`config.mk`:
```
export PLATFORM = sky130hd
export DESIGN_NAME = riscv_csr_file
export DESIGN_NICKNAME = d
export VERILOG_FILES = /design/src/rtl/riscv_csr_file.sv
export SDC_FILE = /design/constraint.sdc
export NUM_CORES = 1
export LEC_CHECK = 0
export ABC_AREA = 1
export BUFFER_PORTS_ARGS = -buffer_cell sky130_fd_sc_hd__buf_2
export CAP_MARGIN = 10
export CORE_MARGIN = 5
export CORE_UTILIZATION = 45
export DETAILED_ROUTE_END_ITERATION = 8
export GPL_TIMING_DRIVEN = 0
export SLEW_MARGIN = 30
export SYNTH_ARGS = -nofsm -noshare
export SYNTH_HDL_FRONTEND = slang
export SYNTH_SLANG_ARGS = --single-unit
```
`constraint.sdc`:
```
create_clock -name clk -period 3.8 [get_ports clk]
set_input_delay 0.95 -clock clk [delete_from_list [all_inputs] [get_ports clk]]
set_output_delay 0.95 -clock clk [all_outputs]
set_load 0.1 [all_outputs]
```
`src/rtl/riscv_csr_file.sv`:
```
// Machine-mode CSR register file: trap state, 64-bit mcycle/minstret counters,
// trap entry and mret sequencing, combinational read port for the CSR ALU.
module riscv_csr_file #(
    parameter int unsigned WORD_LENGTH = 32,
    parameter logic [31:0] RESET_MTVEC = 32'h0
) (
    input  logic                   clk,
    input  logic                   rst,
    input  logic [11:0]            csr_addr,
    input  logic                   csr_wen,
    input  logic [WORD_LENGTH-1:0] csr_wdata,
    output logic [WORD_LENGTH-1:0] csr_rdata,
    output logic                   csr_illegal,
    input  logic                   instr_retire,
    input  logic                   trap_valid,
    input  logic [WORD_LENGTH-1:0] trap_pc,
    input  logic [WORD_LENGTH-1:0] trap_cause,
    input  logic                   mret,
    output logic [WORD_LENGTH-1:0] trap_vector,
    output logic [WORD_LENGTH-1:0] epc
);
    localparam int unsigned CNT_W = 2 * WORD_LENGTH;
    localparam logic [WORD_LENGTH-1:0] ALIGN_MASK = ~WORD_LENGTH'(3);
    localparam logic [WORD_LENGTH-1:0] MTVEC_RST  = WORD_LENGTH'(RESET_MTVEC) & ALIGN_MASK;

    localparam logic [11:0] A_MSTATUS   = 12'h300;
    localparam logic [11:0] A_MTVEC     = 12'h305;
    localparam logic [11:0] A_MSCRATCH  = 12'h340;
    localparam logic [11:0] A_MEPC      = 12'h341;
    localparam logic [11:0] A_MCAUSE    = 12'h342;
    localparam logic [11:0] A_MCYCLE    = 12'hB00;
    localparam logic [11:0] A_MCYCLEH   = 12'hB80;
    localparam logic [11:0] A_MINSTRET  = 12'hB02;
    localparam logic [11:0] A_MINSTRETH = 12'hB82;
    localparam logic [11:0] A_CYCLE     = 12'hC00;
    localparam logic [11:0] A_CYCLEH    = 12'hC80;
    localparam logic [11:0] A_INSTRET   = 12'hC02;
    localparam logic [11:0] A_INSTRETH  = 12'hC82;
    localparam logic [11:0] A_MHARTID   = 12'hF14;

    logic                   mie;
    logic                   mpie;
    logic [WORD_LENGTH-1:0] mtvec;
    logic [WORD_LENGTH-1:0] mscratch;
    logic [WORD_LENGTH-1:0] mepc;
    logic [WORD_LENGTH-1:0] mcause;
    logic [CNT_W-1:0]       mcycle;
    logic [CNT_W-1:0]       minstret;

    logic                   mapped;
    logic                   read_only;
    logic                   wr_ok;
    logic [WORD_LENGTH-1:0] mstatus_val;

    always_comb begin
        mstatus_val    = '0;
        mstatus_val[3] = mie;
        mstatus_val[7] = mpie;
    end

    // Address decode and read mux; reads always see pre-edge state
    always_comb begin
        csr_rdata = '0;
        mapped    = 1'b1;
        read_only = 1'b0;
        case (csr_addr)
            A_MSTATUS:   csr_rdata = mstatus_val;
            A_MTVEC:     csr_rdata = mtvec;
            A_MSCRATCH:  csr_rdata = mscratch;
            A_MEPC:      csr_rdata = mepc;
            A_MCAUSE:    csr_rdata = mcause;
            A_MCYCLE:    csr_rdata = mcycle[WORD_LENGTH-1:0];
            A_MCYCLEH:   csr_rdata = mcycle[CNT_W-1:WORD_LENGTH];
            A_MINSTRET:  csr_rdata = minstret[WORD_LENGTH-1:0];
            A_MINSTRETH: csr_rdata = minstret[CNT_W-1:WORD_LENGTH];
            A_CYCLE: begin
                csr_rdata = mcycle[WORD_LENGTH-1:0];
                read_only = 1'b1;
            end
            A_CYCLEH: begin
                csr_rdata = mcycle[CNT_W-1:WORD_LENGTH];
                read_only = 1'b1;
            end
            A_INSTRET: begin
                csr_rdata = minstret[WORD_LENGTH-1:0];
                read_only = 1'b1;
            end
            A_INSTRETH: begin
                csr_rdata = minstret[CNT_W-1:WORD_LENGTH];
                read_only = 1'b1;
            end
            A_MHARTID: read_only = 1'b1;
            default:   mapped = 1'b0;
        endcase
    end

    assign csr_illegal = !mapped || (read_only && csr_wen);
    // A trap swallows any software write issued in the same cycle
    assign wr_ok       = csr_wen && !csr_illegal && !trap_valid;
    assign trap_vector = mtvec;
    assign epc         = mepc;

    // Trap state: trap entry beats mret, mret beats a write to mstatus
    always_ff @(posedge clk) begin
        if (rst) begin
            mie      <= 1'b0;
            mpie     <= 1'b0;
            mtvec    <= MTVEC_RST;
            mscratch <= '0;
            mepc     <= '0;
            mcause   <= '0;
        end else begin
            if (trap_valid) begin
                mepc   <= trap_pc & ALIGN_MASK;
                mcause <= trap_cause;
                mpie   <= mie;
                mie    <= 1'b0;
            end else if (mret) begin
                mie  <= mpie;
                mpie <= 1'b1;
            end else if (wr_ok && csr_addr == A_MSTATUS) begin
                mie  <= csr_wdata[3];
                mpie <= csr_wdata[7];
            end
            if (wr_ok) begin
                case (csr_addr)
                    A_MTVEC:    mtvec    <= csr_wdata & ALIGN_MASK;
                    A_MSCRATCH: mscratch <= csr_wdata;
                    A_MEPC:     mepc     <= csr_wdata & ALIGN_MASK;
                    A_MCAUSE:   mcause   <= csr_wdata;
                    default:    ;
                endcase
            end
        end
    end

    // Counters: a write to either half freezes that counter for the cycle
    always_ff @(posedge clk) begin
        if (rst) begin
            mcycle   <= '0;
            minstret <= '0;
        end else begin
            if (wr_ok && csr_addr == A_MCYCLE) begin
                mcycle[WORD_LENGTH-1:0] <= csr_wdata;
            end else if (wr_ok && csr_addr == A_MCYCLEH) begin
                mcycle[CNT_W-1:WORD_LENGTH] <= csr_wdata;
            end else begin
                mcycle <= mcycle + CNT_W'(1);
            end

            if (wr_ok && csr_addr == A_MINSTRET) begin
                minstret[WORD_LENGTH-1:0] <= csr_wdata;
            end else if (wr_ok && csr_addr == A_MINSTRETH) begin
                minstret[CNT_W-1:WORD_LENGTH] <= csr_wdata;
            end else if (instr_retire && !trap_valid) begin
                minstret <= minstret + CNT_W'(1);
            end
        end
    end
endmodule

```
[Word level (Yosys, flattened, before mapping)]
Cells that the tools add are included.
Word-level totals
  flip-flop bits (word level): 256
  word-level logic and storage cells: 78
Cells by class
  add/sub/neg operators: 2
  reductions and logical operators: 28
  eq/ne operators: 16
  mux-type cells: 21
  bitwise logic cells: 1
Operator list (count)
  two-way mux 32 bit: 12
  one-hot mux 32 bit (9 select lines): 1
  adder 64 x 1 -> 64 bit, second input constant: 2
  == test 12 bit, second input constant: 9
  two-way mux 64 bit: 1
  == test 12 x 10 -> 1 bit, second input constant: 5
  OR reduction 14 bit: 1
  OR reduction 2 bit: 5
  logical AND 1 bit: 9
  AND reduction 2 bit: 4
  two-way mux 1 bit: 7
  nonzero test 2 bit: 3
  OR reduction 5 bit: 1
  inequality test 2 bit, second input constant: 2
  logical NOT 1 bit: 3
  nonzero test 3 bit: 1
  logical OR 1 bit: 1
  NOT 1 bit: 1

[Longest topological paths before layout]
  depth after elaboration: 12
  depth in mapped cells: 17

[Worst setup path after synthesis]
OpenSTA, ideal clock, no wires.
  path type: input to output
  start point: input port csr_addr[9]
  end point: output port csr_rdata[11]
  buffers on the path: 1
  required time: 2850 ps
  arrival: 4046 ps
  path slack: -1196 ps
  stages on the path: 7
  cells stage by stage: nand2_1 -> nor2_1 -> nand2_1 -> nand2_1 -> inv_1 -> clkbuf_1 -> o21ai_0
On the way
  cells in the longest elaborated chain, start to end: 3
  elaborated cells on any way between the ends: 18
  those cells by class: eq/ne: 13; mux: 1; reduce/logical: 4
RTL lines
  from (decl): line 9  | input logic [11:0] csr_addr,
  == test 12 bit: line 66  | case (csr_addr)
  OR reduction 2 bit (no source line)
  one-hot mux 32 bit (9 select lines) (*): line 66
  to (decl): line 12  | output logic [WORD_LENGTH-1:0] csr_rdata,
Every way passes the cells marked *; elsewhere a longest branch is shown, timed or not.

[Final worst setup path]
  start point: input port csr_addr[4]
  end point: output port csr_rdata[10]
The elaborated chain is that of the path after synthesis.

==> flow_summary.toml <==
[run_status]
outcome = "finished, violations left"
failed_checks = "negative setup slack"

[logic_synthesis]
synth-edff-count = 0
ys_top_cells_by_area = "sky130_fd_sc_hd__dfxtp_1 30%, sky130_fd_sc_hd__nand2_1 16%, sky130_fd_sc_hd__nor2_1 7.8%"
cells_after_synthesis = 2868
synth.lib_cells_used.distinct = 40
mappedNetlistArea_um2 = 17300
yosysMostFrequentCell = "sky130_fd_sc_hd__nand2_1"
synth_area_leader_cell = "sky130_fd_sc_hd__dfxtp_1"
postSynthRegisterBits = 256
netlist_top_cells_count = "728 x sky130_fd_sc_hd__nand2_1, 361 x sky130_fd_sc_hd__nor2_1, 310 x sky130_fd_sc_hd__inv_1, 256 x sky130_fd_sc_hd__dfxtp_1, 194 x sky130_fd_sc_hd__a21oi_1"
synthesis.area_per_instance_um2 = 6.03
async_set_or_reset_flop_fraction_in_the_synthesized_netlist = 0
synth_top_area_share = 0.296
synth_flop_cell = "sky130_fd_sc_hd__dfxtp_1"
synth_seq_area_share = 0.296
yosys_warnings = 0

[floorplanning]
chipHeight_um = 206
die_area_um2 = 42400
placement_rows = 71
start_util = 0.457
boundaryPins = 211
core_area_um2 = 37800
die-width_um = 206

[timing]
maxSlewViolCount = 0
report.final.setup_viol = 11
min_period_over_period = 1.02
post-route-min-period_ns = 3.88
max_freq_mhz = 258
finalClockSkew_ns = 0.0113
rsz0062_at_grt = "true"
finalHoldViolations = 0
setup-tns-final_ns = -0.413
max-slew-margin-rel = 0.221
max_slew.worst_pin.slew_ns = 1.17
post-route-worst-setup-slack_ns = -0.0780

[worst_setup_path]
worstSetupEndpointType = "output pin"
setup.worst_path.start_class = "primary input"
critPathArrivalTime_ns = 2.93
crit_type = "primary input to output pin"
reg2reg_setup_slack_ns = 0.54
crit_path_max_fanout = 7
timing.critical_path.required_ns = 2.85

[route]
drc_errors = 0
vias_per_cell = 6.23
ant_nets = 0
drt_first_pass_iters = 8
routed_wl_um = 102000
vias = 22900
route.detailed.wl_per_inst_um = 27.8
dr.first_iter.drc_count = 3433

[global_routing]
first_global_vias = 21000
wire_length_of_the_first_global_routing_pass_um = 142000
remaining_overflow_grt = 0
grt_start_max_net_pins = 20
grt_antenna_before_repair = 2
grt.total_usage = 0.456

[place]
place.detailed.hpwl_um = 78600
gp_congestion = 1.13
placement.io_buffers = 205
pre_cts_slack_ns = -1.51

[finish]
layout-area-overhead-vs-synth_pct = 29.7
design.final.nets = 3259
post_route_cells_drive_above_1_share = 0.177
final.fill_count = 3772

[clocking]
clk_pin_slew_worst_paths_ns = 0.07
clock_tree.root_cell = "sky130_fd_sc_hd__clkbuf_16"
tritoncts = "done"
cts.path.max_buffers = 3
htree_num_levels = 1
tritoncts_num_sinks = 256
clock_insertion_delay_at_the_later_pin_of_the_skew_report_ns = 0.62
cts_inserted_buffers = 31

[run]
drv.max_cap_violation_count = 0

[pwr]
p_leak_nw = 9.35
ir_drop_mv = 0.350
pwr_density_cell_nw_per_um2 = 313

[worst_hold_path]
hp-class = "flop to flop"
[layout make-up]
cell class / instances / area, um^2 / area share
Clock inverter: 15 / 219 / 0.00976
Tap cell: 511 / 639 / 0.0285
Multi-Input combinational cell: 2132 / 11600 / 0.517
Buffer: 162 / 973 / 0.0434
Inverter: 318 / 1230 / 0.0548
Timing Repair Buffer: 242 / 1750 / 0.0782
Sequential cell: 256 / 5120 / 0.229
Antenna cell: 1 / 2.50 / 0.000112
Clock buffer: 42 / 887 / 0.0396
[stage by stage]
step	cells	util	cell area [um^2]	hold slack, ns	power (mW)
after CTS	3660	0.575	21700	0.478	6.89
after global routing	3678	0.592	22400	0.503	7.10
after global placement	3585	0.506	19200	0.457	3.63
after detailed placement	3586	0.507	19200	0.466	3.64
final	3679	0.593	22400	0.482	7.01
after floorplan	2869	-	17500	0.449	3.29
[final timing paths]
kind	cells after the start	from	to
hold / removal	2	mscratch[21]	mscratch[21]
setup / recovery	13	csr_addr[4]	csr_rdata[10]
hold reg to reg	2	mscratch[21]	mscratch[21]
setup reg to reg	13	mcycle[1]	mcycle[40]
[metal layers]
layer	share of wire	track usage	vias up
met1	0.36	0.582	10700
met2	0.40	0.664	1796
met4	0.089	0.300	2
li1	-	-	9995
met5	0.00015	0	-
met3	0.14	0.139	435
[cells by family after synthesis]
| group | Yosys count | synth area share |
|---|---|---|
| buf+inv | 481 | 0.110 |
| other cells | 1 | 0.000217 |
| xor+xnor | 109 | 0.0552 |
| flops | 256 | 0.296 |
| simple gates | 1466 | 0.363 |
| fa+ha+maj | 2 | 0.00145 |
| compound gates | 553 | 0.174 |
[power breakdown]
group,switching (mW),internal [mW]
logic,0.669,0.194
clock network,1.35,1.97
registers,0.0724,2.75
total,2.09,4.91
[state kept, by name, summed over array words and instances (netlist names)]
| name | cells |
|---|---|
| mscratch | 32 |
| mcause | 32 |
| mpie | 1 |
| mcycle | 64 |
| minstret | 64 |
| trap_vector | 30 |
| epc | 32 |
| mie | 1 |
[layout by cell type (no fill, tap or decap), types with 85 or more instances in the layout]
master | Yosys | final
sky130_fd_sc_hd__nand2_1 | 728 | 706
sky130_fd_sc_hd__nor2_1 | 361 | 344
sky130_fd_sc_hd__inv_1 | 310 | 294
sky130_fd_sc_hd__dfxtp_1 | 256 | 256
sky130_fd_sc_hd__buf_2 | 39 | 199
sky130_fd_sc_hd__a21oi_1 | 194 | 192
sky130_fd_sc_hd__nand4_1 | 144 | 144
sky130_fd_sc_hd__o21ai_0 | 187 | 142
sky130_fd_sc_hd__nand3_1 | 128 | 119
sky130_fd_sc_hd__o21ai_1 | 87 | 99
sky130_fd_sc_hd__xor2_1 | 92 | 92
sky130_fd_sc_hd__clkbuf_1 | 101 | 85
[repair_timing]
action,4_1_cts,5_1_grt
resized for setup,303,125
cloned,2,5
pin swaps,27,30
setup buffers,17,13
endpoints found under the hold margin,0,0
setup endpoints to repair,33,32
hold buffers,0,0
[critical path, cell delays in order]
cell and delay, ns:
sky130_fd_sc_hd__buf_6 0.09, sky130_fd_sc_hd__nor2_4 0.04, sky130_fd_sc_hd__nand2_4 0.10, sky130_fd_sc_hd__inv_4 0.06, sky130_fd_sc_hd__nand3_4 0.09, sky130_fd_sc_hd__clkinv_4 0.07, sky130_fd_sc_hd__nor2_4 0.27, sky130_fd_sc_hd__clkinv_4 0.15
sky130_fd_sc_hd__nand2_1 0.15, sky130_fd_sc_hd__o21ai_2 0.11, sky130_fd_sc_hd__a2111oi_4 0.49, sky130_fd_sc_hd__o21ai_2 0.14, sky130_fd_sc_hd__buf_8 0.21
No activity file was read; power rests on OpenSTA's default activity.
